==> config.mk <==
export PLATFORM = sky130hd
export DESIGN_NAME = sensor_frame_controller
export DESIGN_NICKNAME = d
export VERILOG_FILES = /design/src/rtl/sensor_frame_controller.sv
export SDC_FILE = /design/constraint.sdc
export NUM_CORES = 1
export LEC_CHECK = 0
export CORE_MARGIN = 4
export CORE_UTILIZATION = 40
export DETAILED_ROUTE_END_ITERATION = 8
export PLACE_DENSITY = 0.64
export SETUP_SLACK_MARGIN = 0.2
export SLEW_MARGIN = 10
export SYNTH_ARGS = -nofsm -noshare
export SYNTH_HDL_FRONTEND = slang
export SYNTH_SLANG_ARGS = --single-unit
==> constraint.sdc <==
create_clock -name clk_division -period 5.1 [get_ports clk_division]
set_input_delay 1.275 -clock clk_division [delete_from_list [all_inputs] [get_ports clk_division]]
set_output_delay 1.275 -clock clk_division [all_outputs]
set_load 0.005 [all_outputs]
==> src/rtl/sensor_frame_controller.sv <==
// Frame scheduler and slot-position decoder for the 16-slot time-encoded sensor bus.
// Issues sample_en, decodes each pulse position into (address, value), and commits
// a coherent per-frame result bank at the end of every frame.
module sensor_frame_controller #(
  parameter int unsigned GAP = 1024
) (
  input  logic        clk_division,
  input  logic        rst,
  input  logic        start,
  input  logic        auto_en,
  input  logic        slot_in,
  output logic        sample_en,
  output logic        busy,
  output logic        frame_done,
  input  logic [3:0]  rd_addr,
  output logic [7:0]  rd_data,
  output logic        rd_valid,
  output logic [15:0] valid_mask,
  output logic [15:0] dup_err
);

  localparam int unsigned N_SLOT = 16;
  localparam int unsigned K_W    = 12;
  localparam int unsigned VAL_W  = 8;
  localparam int unsigned GAP_W  = (GAP > 1) ? $clog2(GAP) : 1;
  localparam logic [K_W-1:0]   K_LAST   = K_W'(4095);
  localparam logic [GAP_W-1:0] GAP_LAST = GAP_W'(GAP - 1);

  typedef enum logic [2:0] {
    ST_IDLE,
    ST_ARM,
    ST_CAPTURE,
    ST_DONE,
    ST_WAIT
  } state_t;

  state_t state_q, state_d;

  logic [K_W-1:0]   k_q, k_d;
  logic [GAP_W-1:0] gap_q, gap_d;

  logic [N_SLOT-1:0][VAL_W-1:0] shadow_val_q, shadow_val_d;
  logic [N_SLOT-1:0]            shadow_mask_q, shadow_mask_d;
  logic [N_SLOT-1:0]            shadow_err_q, shadow_err_d;

  logic [N_SLOT-1:0][VAL_W-1:0] bank_val_q, bank_val_d;
  logic [N_SLOT-1:0]            bank_mask_q, bank_mask_d;
  logic [N_SLOT-1:0]            bank_err_q, bank_err_d;

  logic sample_en_q, sample_en_d;
  logic busy_q, busy_d;
  logic frame_done_q, frame_done_d;

  logic [3:0] slot_a;

  // Next-state, frame counter, shadow capture and bank commit.
  always_comb begin
    state_d       = state_q;
    k_d           = k_q;
    gap_d         = gap_q;
    shadow_val_d  = shadow_val_q;
    shadow_mask_d = shadow_mask_q;
    shadow_err_d  = shadow_err_q;
    bank_val_d    = bank_val_q;
    bank_mask_d   = bank_mask_q;
    bank_err_d    = bank_err_q;
    slot_a        = k_q[3:0];

    case (state_q)
      ST_IDLE: begin
        if (start || auto_en) begin
          state_d = ST_ARM;
        end
      end
      ST_ARM: begin
        shadow_mask_d = '0;
        shadow_err_d  = '0;
        k_d           = '0;
        state_d       = ST_CAPTURE;
      end
      ST_CAPTURE: begin
        // First pulse per address wins; later pulses only flag a duplicate.
        if (slot_in) begin
          if (!shadow_mask_q[slot_a]) begin
            shadow_val_d[slot_a]  = k_q[11:4];
            shadow_mask_d[slot_a] = 1'b1;
          end else begin
            shadow_err_d[slot_a] = 1'b1;
          end
        end
        if (k_q == K_LAST) begin
          state_d = ST_DONE;
        end else begin
          k_d = k_q + K_W'(1);
        end
      end
      ST_DONE: begin
        bank_val_d  = shadow_val_q;
        bank_mask_d = shadow_mask_q;
        bank_err_d  = shadow_err_q;
        if (auto_en) begin
          state_d = ST_WAIT;
          gap_d   = '0;
        end else begin
          state_d = ST_IDLE;
        end
      end
      ST_WAIT: begin
        if (!auto_en) begin
          state_d = ST_IDLE;
        end else if (gap_q == GAP_LAST) begin
          state_d = ST_ARM;
        end else begin
          gap_d = gap_q + GAP_W'(1);
        end
      end
      default: begin
        state_d = ST_IDLE;
      end
    endcase

    sample_en_d  = (state_d == ST_ARM);
    busy_d       = (state_d != ST_IDLE);
    frame_done_d = (state_d == ST_DONE);
  end

  // State, counters, shadow and committed bank registers.
  always_ff @(posedge clk_division) begin
    if (rst) begin
      state_q       <= ST_IDLE;
      k_q           <= '0;
      gap_q         <= '0;
      shadow_val_q  <= '0;
      shadow_mask_q <= '0;
      shadow_err_q  <= '0;
      bank_val_q    <= '0;
      bank_mask_q   <= '0;
      bank_err_q    <= '0;
      sample_en_q   <= 1'b0;
      busy_q        <= 1'b0;
      frame_done_q  <= 1'b0;
    end else begin
      state_q       <= state_d;
      k_q           <= k_d;
      gap_q         <= gap_d;
      shadow_val_q  <= shadow_val_d;
      shadow_mask_q <= shadow_mask_d;
      shadow_err_q  <= shadow_err_d;
      bank_val_q    <= bank_val_d;
      bank_mask_q   <= bank_mask_d;
      bank_err_q    <= bank_err_d;
      sample_en_q   <= sample_en_d;
      busy_q        <= busy_d;
      frame_done_q  <= frame_done_d;
    end
  end

  assign sample_en  = sample_en_q;
  assign busy       = busy_q;
  assign frame_done = frame_done_q;
  assign valid_mask = bank_mask_q;
  assign dup_err    = bank_err_q;
  assign rd_data    = bank_val_q[rd_addr];
  assign rd_valid   = bank_mask_q[rd_addr];

endmodule
# Word-level counts from Yosys, hierarchy flattened
# Index checks and enable logic that the tools add are counted.
# word_totals
word_cells	105
out_inout_bits	44
regBits	348
inputBits	9
# op_classes
eq_ne	15
bitwise	3
n_reduce_logical	11
muxes	29
n_lt_le_gt_ge	3
addsub	2
# op_table
cell	count
$bwmux W128	1
$mux W16	4
$pmux W16 S2	2
$bmux W8 S4	1
$demux W8 S4	1
$or A16 B16 Y16	2
$mux W10	3
$pmux W12 S2	1
$pmux W10 S2	1
$mux W8	2
$mux W3	5
$pmux W3 S5	1
$ne A2 B2 Y1 const B	7
$add A12 B1 Y12 const B	1
$eq A12 B12 Y1 const B	1
$mux W12	1
$add A10 B1 Y10 const B	1
$eq A10 B10 Y1 const B	1
$lt A4 B5 Y1 const B	2
$eq A3 B2 Y1 const B	3
$reduce_and A3 Y1	3
$bmux W1 S4	2
$eq A3 B1 Y1 const B	2
$demux W1 S4	1
other kinds (11)	14

# Longest topological paths before layout
# Gate-level depths: netlist of run 1.
# logic_depth
word_depth	8
ltp_mapped	9
ltp_nobuf	6

# Worst setup path before layout of run 1
# Ideal clock, no wire load.
# synth_timing
kind	in2out
start	in rd_addr[0]
end	out rd_valid
setup_slack_ns	0.806
required_time_ns	3.825
n_path_buf	2
stages	4
arrival_time_ns	3.019
cell_sequence	clkbuf_1 > buf_2 > mux4_2 > mux4_2
# synth_via
elab_chain_cells	2
# synth_rtl
item	line	source
start, declared	15	input logic [3:0] rd_addr,
$bmux W1 S4	164	assign rd_valid = bank_mask_q[rd_addr];
$mux W1 (implied by the code)	164	
end, declared	17	output logic rd_valid,
# No other way between the ends. The select of a mux whose other input is x is not followed.

# Worst setup path in the final report of run 1
# layout_timing
start	in rd_addr[0]
end	out rd_data[5]
# layout_via
elab_chain_cells	2
# layout_rtl
item	line	source
$bmux W8 S4	163	assign rd_data = bank_val_q[rd_addr];
$mux W8 (implied by the code)	163	
end, declared	16	output logic [7:0] rd_data,
# No other way between the ends. The select of a mux whose other input is x is not followed.

==> impl_metrics.py, run 1 <==
metrics = {
    "synth": {
        "synth-edff-count": 0,
        "ys_dominant_reg_cell": "dfxtp_1",
        "syn_nets": 1524,
        "yosysWarnings": 0,
        "synth_cell_types": 60,
        "synth.ff_latch_count": 348,
        "synthArstFlopShare_pct": 0,
        "avgSynthCellArea_um2": 9.241,
        "synth_cells": 1510,
        "synth.yosys.seq_area_share_pct": 49.92,
        "syn-cell-area_mm2": 0.01395,
    },
    "global_route": {
        "antenna_found_initial": 0,
        "grt_use_met2_pct": 28.17,
        "grt_busiest_layer": "met2",
        "grt_util_met1_pct": 24.67,
        "overflow": 0,
        "grt_start_max_net_pins": 147,
        "grt_use_total_pct": 17.63,
        "grt_use_met3_pct": 3.085,
        "grt_pass1_vias": 9677,
        "grt_pass1_wl_mm": 54.86,
    },
    "finish": {
        "regArea_mm2": 0.006967,
        "multi_input_area_mm2": 0.006476,
        "stdcell_count": 1981,
        "nFillCells": 3280,
        "area_growth_pct": 14.70,
        "drive_gt1_share_pct": 10.22,
        "final_nets": 1513,
        "fin_util_pct": 46.45,
        "antennaDiodeCount": 0,
    },
    "worst_setup_path": {
        "arrival_ns": 3.35,
        "crit_path_frequent_cell": "mux4_2",
        "worstReg2RegEnd": "shadow_val_q[119]",
        "critPathCaptureType": "output pin",
        "critPathBufInv": 3,
        "critPathKind": "input port to output pin",
        "worstPathRequired_ns": 3.83,
        "path_cells": "buf_2 -> buf_12 -> mux4_2 -> mux4_2 -> clkdlybuf4s50_1",
        "r2r_cells": 5,
        "critical_path.startpoint_type": "input port",
        "r2r_slack_ns": 2.02,
        "cp_top_family": "multiplexers",
        "slowest_delay_ns": 0.55,
        "worstPathMaxFanout": 32,
        "cp_slowest_cell": "mux4_2",
        "r2r-start": "k_q[1]",
    },
    "worst_hold_path": {
        "hp-class": "flip-flop to flip-flop",
        "hold_end": "bank_val_q[113]",
        "hp-start": "shadow_val_q[113]",
        "holdPathStages": 2,
    },
    "routing": {
        "detail_route.vias_per_cell": 5.240,
        "drt-wirelength-per-cell_um": 17.33,
        "drc": 0,
        "postRouteAntennaNets": 0,
        "drt_first_pass_iters": 5,
        "num_vias": 10381,
        "drtIter0Drc": 830,
        "drt-total-wl_mm": 34.33,
    },
    "cts": {
        "postCtsSetupRepairBufs": 0,
        "numCtsBuffers": 38,
        "clkTransAtPathRegs_ns": 0.06,
        "cts_sinks": 348,
        "clock_latency_ns": 0.53,
        "cts_resized": 0,
        "holdBufCountCts": 0,
        "tritoncts": "built",
        "clk_path_buf_depth": 3,
        "cts.htree.levels": 2,
        "cts-root-buf": "clkbuf_16",
    },
    "pwr": {
        "p_comb_share_pct": 4.2,
        "p_switching_mw": 1.289,
        "power_frac_seq_pct": 47.8,
        "ir_worst_vdd_uv": 253.5,
        "p_per_area_mw_per_mm2": 358.1,
        "clkPwrFrac_pct": 47.9,
        "switching_share_pct": 22.49,
        "p_int_mw": 4.443,
        "leakage_nw": 5.609,
        "power_mw": 5.732,
    },
    "placed_design": {
        "gp_congestion": 0.8029,
        "hpwl_mm": 20.81,
        "dpl.cell_count": 1914,
        "io_buffers": 52,
    },
    "timing": {
        "fin_tns_setup_ns": 0,
        "finalClockSkew_ns": 0.01208,
        "slew_violations": 0,
        "period_minus_slack_ns": 4.630,
        "maxSlewHeadroom_pct": 24.31,
        "worst_slew_pin_slew_ns": 1.135,
        "hold_viol": 0,
        "rsz0062_at_grt": "false",
        "post-route-period-util_pct": 90.78,
        "max_freq_ghz": 0.2160,
        "finalSetupViolCount": 0,
    },
    "die": {
        "die_x_um": 194.8,
        "ios": 53,
        "die-area_mm2": 0.03794,
        "fp-row-count": 68,
        "start_util_pct": 40.50,
        "die-height_um": 194.8,
        "coreArea_mm2": 0.03446,
    },
    "status": {
        "status": "complete, no violations",
    },
    "job": {
        "cap_violations": 0,
    },
}
[cells in the final DEF, fill, tap and decap left out, types with 5 or more instances in the layout]
cell             Yosys  layout
nand3_1              9       9
nor4_1               5       5
xnor2_1             16      16
buf_4                1      16
inv_1                6       6
a31oi_1              5       5
nor3b_1              5       5
clkbuf_1           100       5
a21oi_1            166     166
mux4_2              45      45
nor3_1               7       7
clkdlybuf4s50_1      0      49
nor2b_1              5       5
ha_1                 5       5
nor4_4               9       9
nand2_1            373     373
o21ai_1             10      10
nor2_1             161     161
o21ai_0             22      22
clkinv_2             0       7
clkbuf_8             0      11
mux2i_1            132     132
nand4_1              5       5
dfxtp_1            348     348
clkbuf_16            0      39
[state kept, by name, summed over array words and instances (netlist names)]
register / count
dup_err: 16
shadow_val_q: 128
bank_val_q: 128
valid_mask: 16
shadow_mask_q: 16
busy: 1
shadow_err_q: 16
frame_done: 1
k_q: 12
sample_en: 1
state_q: 3
gap_q: 10
[cell families after synthesis]
family	share of synthesized area [%]
buffers and inverters	3.721
AND/OR/NAND/NOR	18.57
AO/OA/AOI/OAI	8.975
flip-flops	49.92
multiplexers	17.30
XOR/XNOR	1.067
adder cells (fa/ha/maj)	0.4483
[power groups by stage]
stage                     registers, mW  clock network, mW  logic [mW]
after floorplan                    2.79                  0       0.187
after global placement             2.80                  0       0.243
after detailed placement           2.80                  0       0.244
after CTS                          2.74               2.81       0.244
after global routing               2.74               2.92       0.264
final                              2.74               2.75       0.243
[final cells by class]
class                   instances  share of cell area (%)
well taps                     455                   3.557
multi-input cells            1034                   40.46
flip-flops and latches        348                   43.53
inverters                       6                  0.1407
repair buffers                 71                   4.339
clock buffers                  54                   7.075
clock inverters                13                  0.8990
[per-stage QoR]
stage          setup WS [ns]  instance area, um2  hold slack, ns
6_report              0.4705               16010          0.4492
5_1_grt               0.3728               16010          0.4678
4_1_cts               0.4527               16010          0.4437
3_5_place_dp          0.4634               14730          0.4434
3_3_place_gp          0.4842               14730          0.4339
2_1_floorplan         0.8056               13950          0.4249
[per-layer routing]
layer  up-vias  wire [um]
li1       5093          -
met3        61       1721
met4         0        909
met1      5007      16070
met5         -          0
met2       220      15630
[worst min-delay path: cells and delay by family, from the launching register on]
| family | cells | cell delay [ns] |
|---|---|---|
| AO/OA/AOI/OAI | 1 | 0.05 |
| AND/OR/NAND/NOR | 1 | 0.05 |
| flip-flops | 1 | 0.31 |
[cells in the mapped netlist, types with 3 or more instances]
| cell | count | area (um2) |
|---|---|---|
| nor3b_1 | 5 | 37.54 |
| o2111ai_2 | 4 | 60.06 |
| mux2i_1 | 132 | 1321 |
| nand4_1 | 5 | 31.28 |
| ha_1 | 5 | 62.56 |
| dfxtp_1 | 348 | 6967 |
| inv_1 | 6 | 22.52 |
| a21o_1 | 3 | 22.52 |
| xnor2_1 | 16 | 140.1 |
| nor4_1 | 5 | 31.28 |
| buf_1 | 8 | 30.03 |
| nor2_1 | 161 | 604.3 |
| clkbuf_1 | 100 | 375.4 |
| a21oi_1 | 166 | 830.8 |
| nor4_4 | 9 | 191.4 |
| buf_2 | 10 | 50.05 |
| nor3_1 | 7 | 35.03 |
| mux4_2 | 45 | 1013 |
| a31oi_1 | 5 | 31.28 |
| nor2b_1 | 5 | 31.28 |
| buf_6 | 3 | 33.78 |
| and4_1 | 3 | 26.28 |
| nand2_1 | 373 | 1400 |
| a211oi_1 | 4 | 30.03 |
| o21ai_1 | 10 | 50.05 |
| nand3_1 | 9 | 45.04 |
| o21ai_0 | 22 | 110.1 |
[worst max-delay path by stage]
stage / startpoint / end / slack, ns / cells after the start
4_1_cts: rd_addr[0] / rd_data[5] / 0.45 / 5
6_report: rd_addr[0] / rd_data[5] / 0.47 / 5
5_1_grt: rd_addr[0] / rd_data[5] / 0.37 / 5
3_3_place_gp: rd_addr[0] / rd_data[5] / 0.48 / 5
2_1_floorplan: rd_addr[0] / rd_valid / 0.81 / 4
3_5_place_dp: rd_addr[0] / rd_data[5] / 0.46 / 5
Note: power is estimated with default switching activity, not from simulation.
==> run 2, diff against run 1 <==
--- a/config.mk
+++ b/config.mk
@@ -5,7 +5,7 @@
 export SDC_FILE = /design/constraint.sdc
 export NUM_CORES = 1
 export LEC_CHECK = 0
-export CORE_MARGIN = 4
+export CORE_MARGIN = 3
 export CORE_UTILIZATION = 40
 export DETAILED_ROUTE_END_ITERATION = 8
 export PLACE_DENSITY = 0.64
==> impl_metrics.py, run 2 (same netlist as run 1, synthesis figures left out) <==
metrics = {
    "cts": {
        "tritoncts": "built",
        "clock_latency_ns": 0.51,
        "clkTransAtPathRegs_ns": 0.06,
        "numCtsBuffers": 37,
        "holdBufCountCts": 0,
        "cts_sinks": 348,
        "cts_resized": 0,
        "clk_path_buf_depth": 3,
        "cts-root-buf": "clkbuf_16",
        "postCtsSetupRepairBufs": 0,
        "cts.htree.levels": 2,
    },
    "global_route": {
        "grt_pass1_vias": 9764,
        "grt_start_max_net_pins": 260,
        "antenna_found_initial": 0,
        "grt_pass1_wl_mm": 53.37,
        "overflow": 0,
        "grt_use_total_pct": 17.71,
    },
    "routing": {
        "drc": 0,
        "num_vias": 10373,
        "drt_first_pass_iters": 7,
        "drtIter0Drc": 810,
        "postRouteAntennaNets": 0,
        "drt-wirelength-per-cell_um": 16.72,
        "detail_route.vias_per_cell": 5.263,
        "drt-total-wl_mm": 32.95,
    },
    "finish": {
        "antennaDiodeCount": 0,
        "biggestRegsByFlops": "bank_val_q (128), shadow_val_q (128)",
        "multi_input_area_mm2": 0.006475,
        "nFillCells": 3186,
        "drive_gt1_share_pct": 10.05,
        "regArea_mm2": 0.006967,
        "final_common_cell": "nand2_1",
        "area_growth_pct": 14.53,
        "final_cell_mix": "nand2_1 (373), dfxtp_1 (348), a21oi_1 (166)",
        "final_nets": 1510,
        "stdcell_count": 1971,
    },
    "timing": {
        "finalSetupViolCount": 0,
        "rsz0062_at_grt": "false",
        "worst_slew_pin_slew_ns": 1.209,
        "fin_tns_setup_ns": 0,
        "hold_viol": 0,
        "max_freq_ghz": 0.2218,
        "slew_violations": 0,
        "period_minus_slack_ns": 4.508,
        "post-route-period-util_pct": 88.39,
        "finalClockSkew_ns": 0.02312,
        "maxSlewHeadroom_pct": 18.63,
    },
    "die": {
        "fp-row-count": 67,
        "die_x_um": 192.8,
        "start_util_pct": 41.10,
        "die-area_mm2": 0.03716,
        "ios": 53,
        "coreArea_mm2": 0.03395,
        "die-height_um": 192.8,
    },
    "placed_design": {
        "hpwl_mm": 21.03,
        "dpl.cell_count": 1905,
        "gp_congestion": 0.8258,
        "io_buffers": 52,
    },
    "worst_hold_path": {
        "hp-class": "flip-flop to flip-flop",
    },
    "worst_setup_path": {
        "worstPathRequired_ns": 3.83,
        "critPathCaptureType": "output pin",
        "critical_path.startpoint_type": "input port",
        "critPathKind": "input port to output pin",
        "arrival_ns": 3.23,
        "worstPathMaxFanout": 26,
    },
    "pwr": {
        "p_per_area_mw_per_mm2": 357.1,
        "leakage_nw": 5.582,
        "ir_worst_vdd_uv": 216.6,
    },
    "job": {
        "cap_violations": 0,
    },
    "status": {
        "status": "complete, no violations",
    },
}
run 2: changes by cell type in the layout (fill, tap and decap cells not counted), moves of 2 or more:
cell	previous run	this run
buf_4	16	13
clkinv_2	7	5
clkinvlp_4	1	3
clkbuf_8	11	9
run 2: worst max-delay path, stage by stage:
cell             delay [ns]
buf_2                  0.14
buf_12                 0.24
mux4_2                 0.57
mux4_2                 0.52
clkdlybuf4s50_1        0.48
run 2: per-layer routing:
layer  vias to the layer above  part of all wire [%]  track usage, %
met2                       219                    47           29.43
li1                       5067                     -               -
met3                        48                   4.2           2.089
met5                         -                     0               0
met4                         0                   2.1           4.791
met1                      5039                    46           24.45
run 2: final cells by class:
class | count | area share (%)
Multi-Input combinational cell | 1034 | 40.51
Clock buffer | 52 | 6.842
Inverter | 6 | 0.1409
Sequential cell | 348 | 43.59
Clock inverter | 14 | 1.072
Timing Repair Buffer | 69 | 4.337
Tap cell | 448 | 3.507
run 2: where the power goes:
part	switching (mW)	internal [mW]
logic	0.173	0.0647
clock network	1.07	1.66
registers	0.0150	2.73
total	1.26	4.45
run 2: metrics by stage:
stage	setup WS [ns]	instance area (um2)	utilization (%)	total power, mW	hold WS, ns
2_1_floorplan	0.8056	13950	-	2.978	0.4249
3_3_place_gp	0.5795	14720	43.35	3.038	0.4359
3_5_place_dp	0.5628	14720	43.35	3.041	0.4410
4_1_cts	0.5571	15980	47.08	5.761	0.4490
5_1_grt	0.5134	15980	47.08	5.907	0.4659
6_report	0.5920	15980	47.08	5.708	0.4420
run 2: path summary, 6_finish.rpt:
kind | startpoint | end | slack [ns] | depth (start not counted)
max | rd_addr[0] | rd_data[3] | 0.59 | 5
min | shadow_val_q[75] | bank_val_q[75] | 0.44 | 2
max reg2reg | k_q[1] | shadow_val_q[105] | 2.23 | 5
min reg2reg | shadow_val_q[75] | bank_val_q[75] | 0.44 | 2
==> run 3, diff against run 2 <==
--- a/config.mk
+++ b/config.mk
@@ -5,6 +5,7 @@
 export SDC_FILE = /design/constraint.sdc
 export NUM_CORES = 1
 export LEC_CHECK = 0
+export CAP_MARGIN = 0
 export CORE_MARGIN = 3
 export CORE_UTILIZATION = 40
 export DETAILED_ROUTE_END_ITERATION = 8
==> results of run 3 <==
The final DEF is identical to that of run 2; final timing and power are the same.
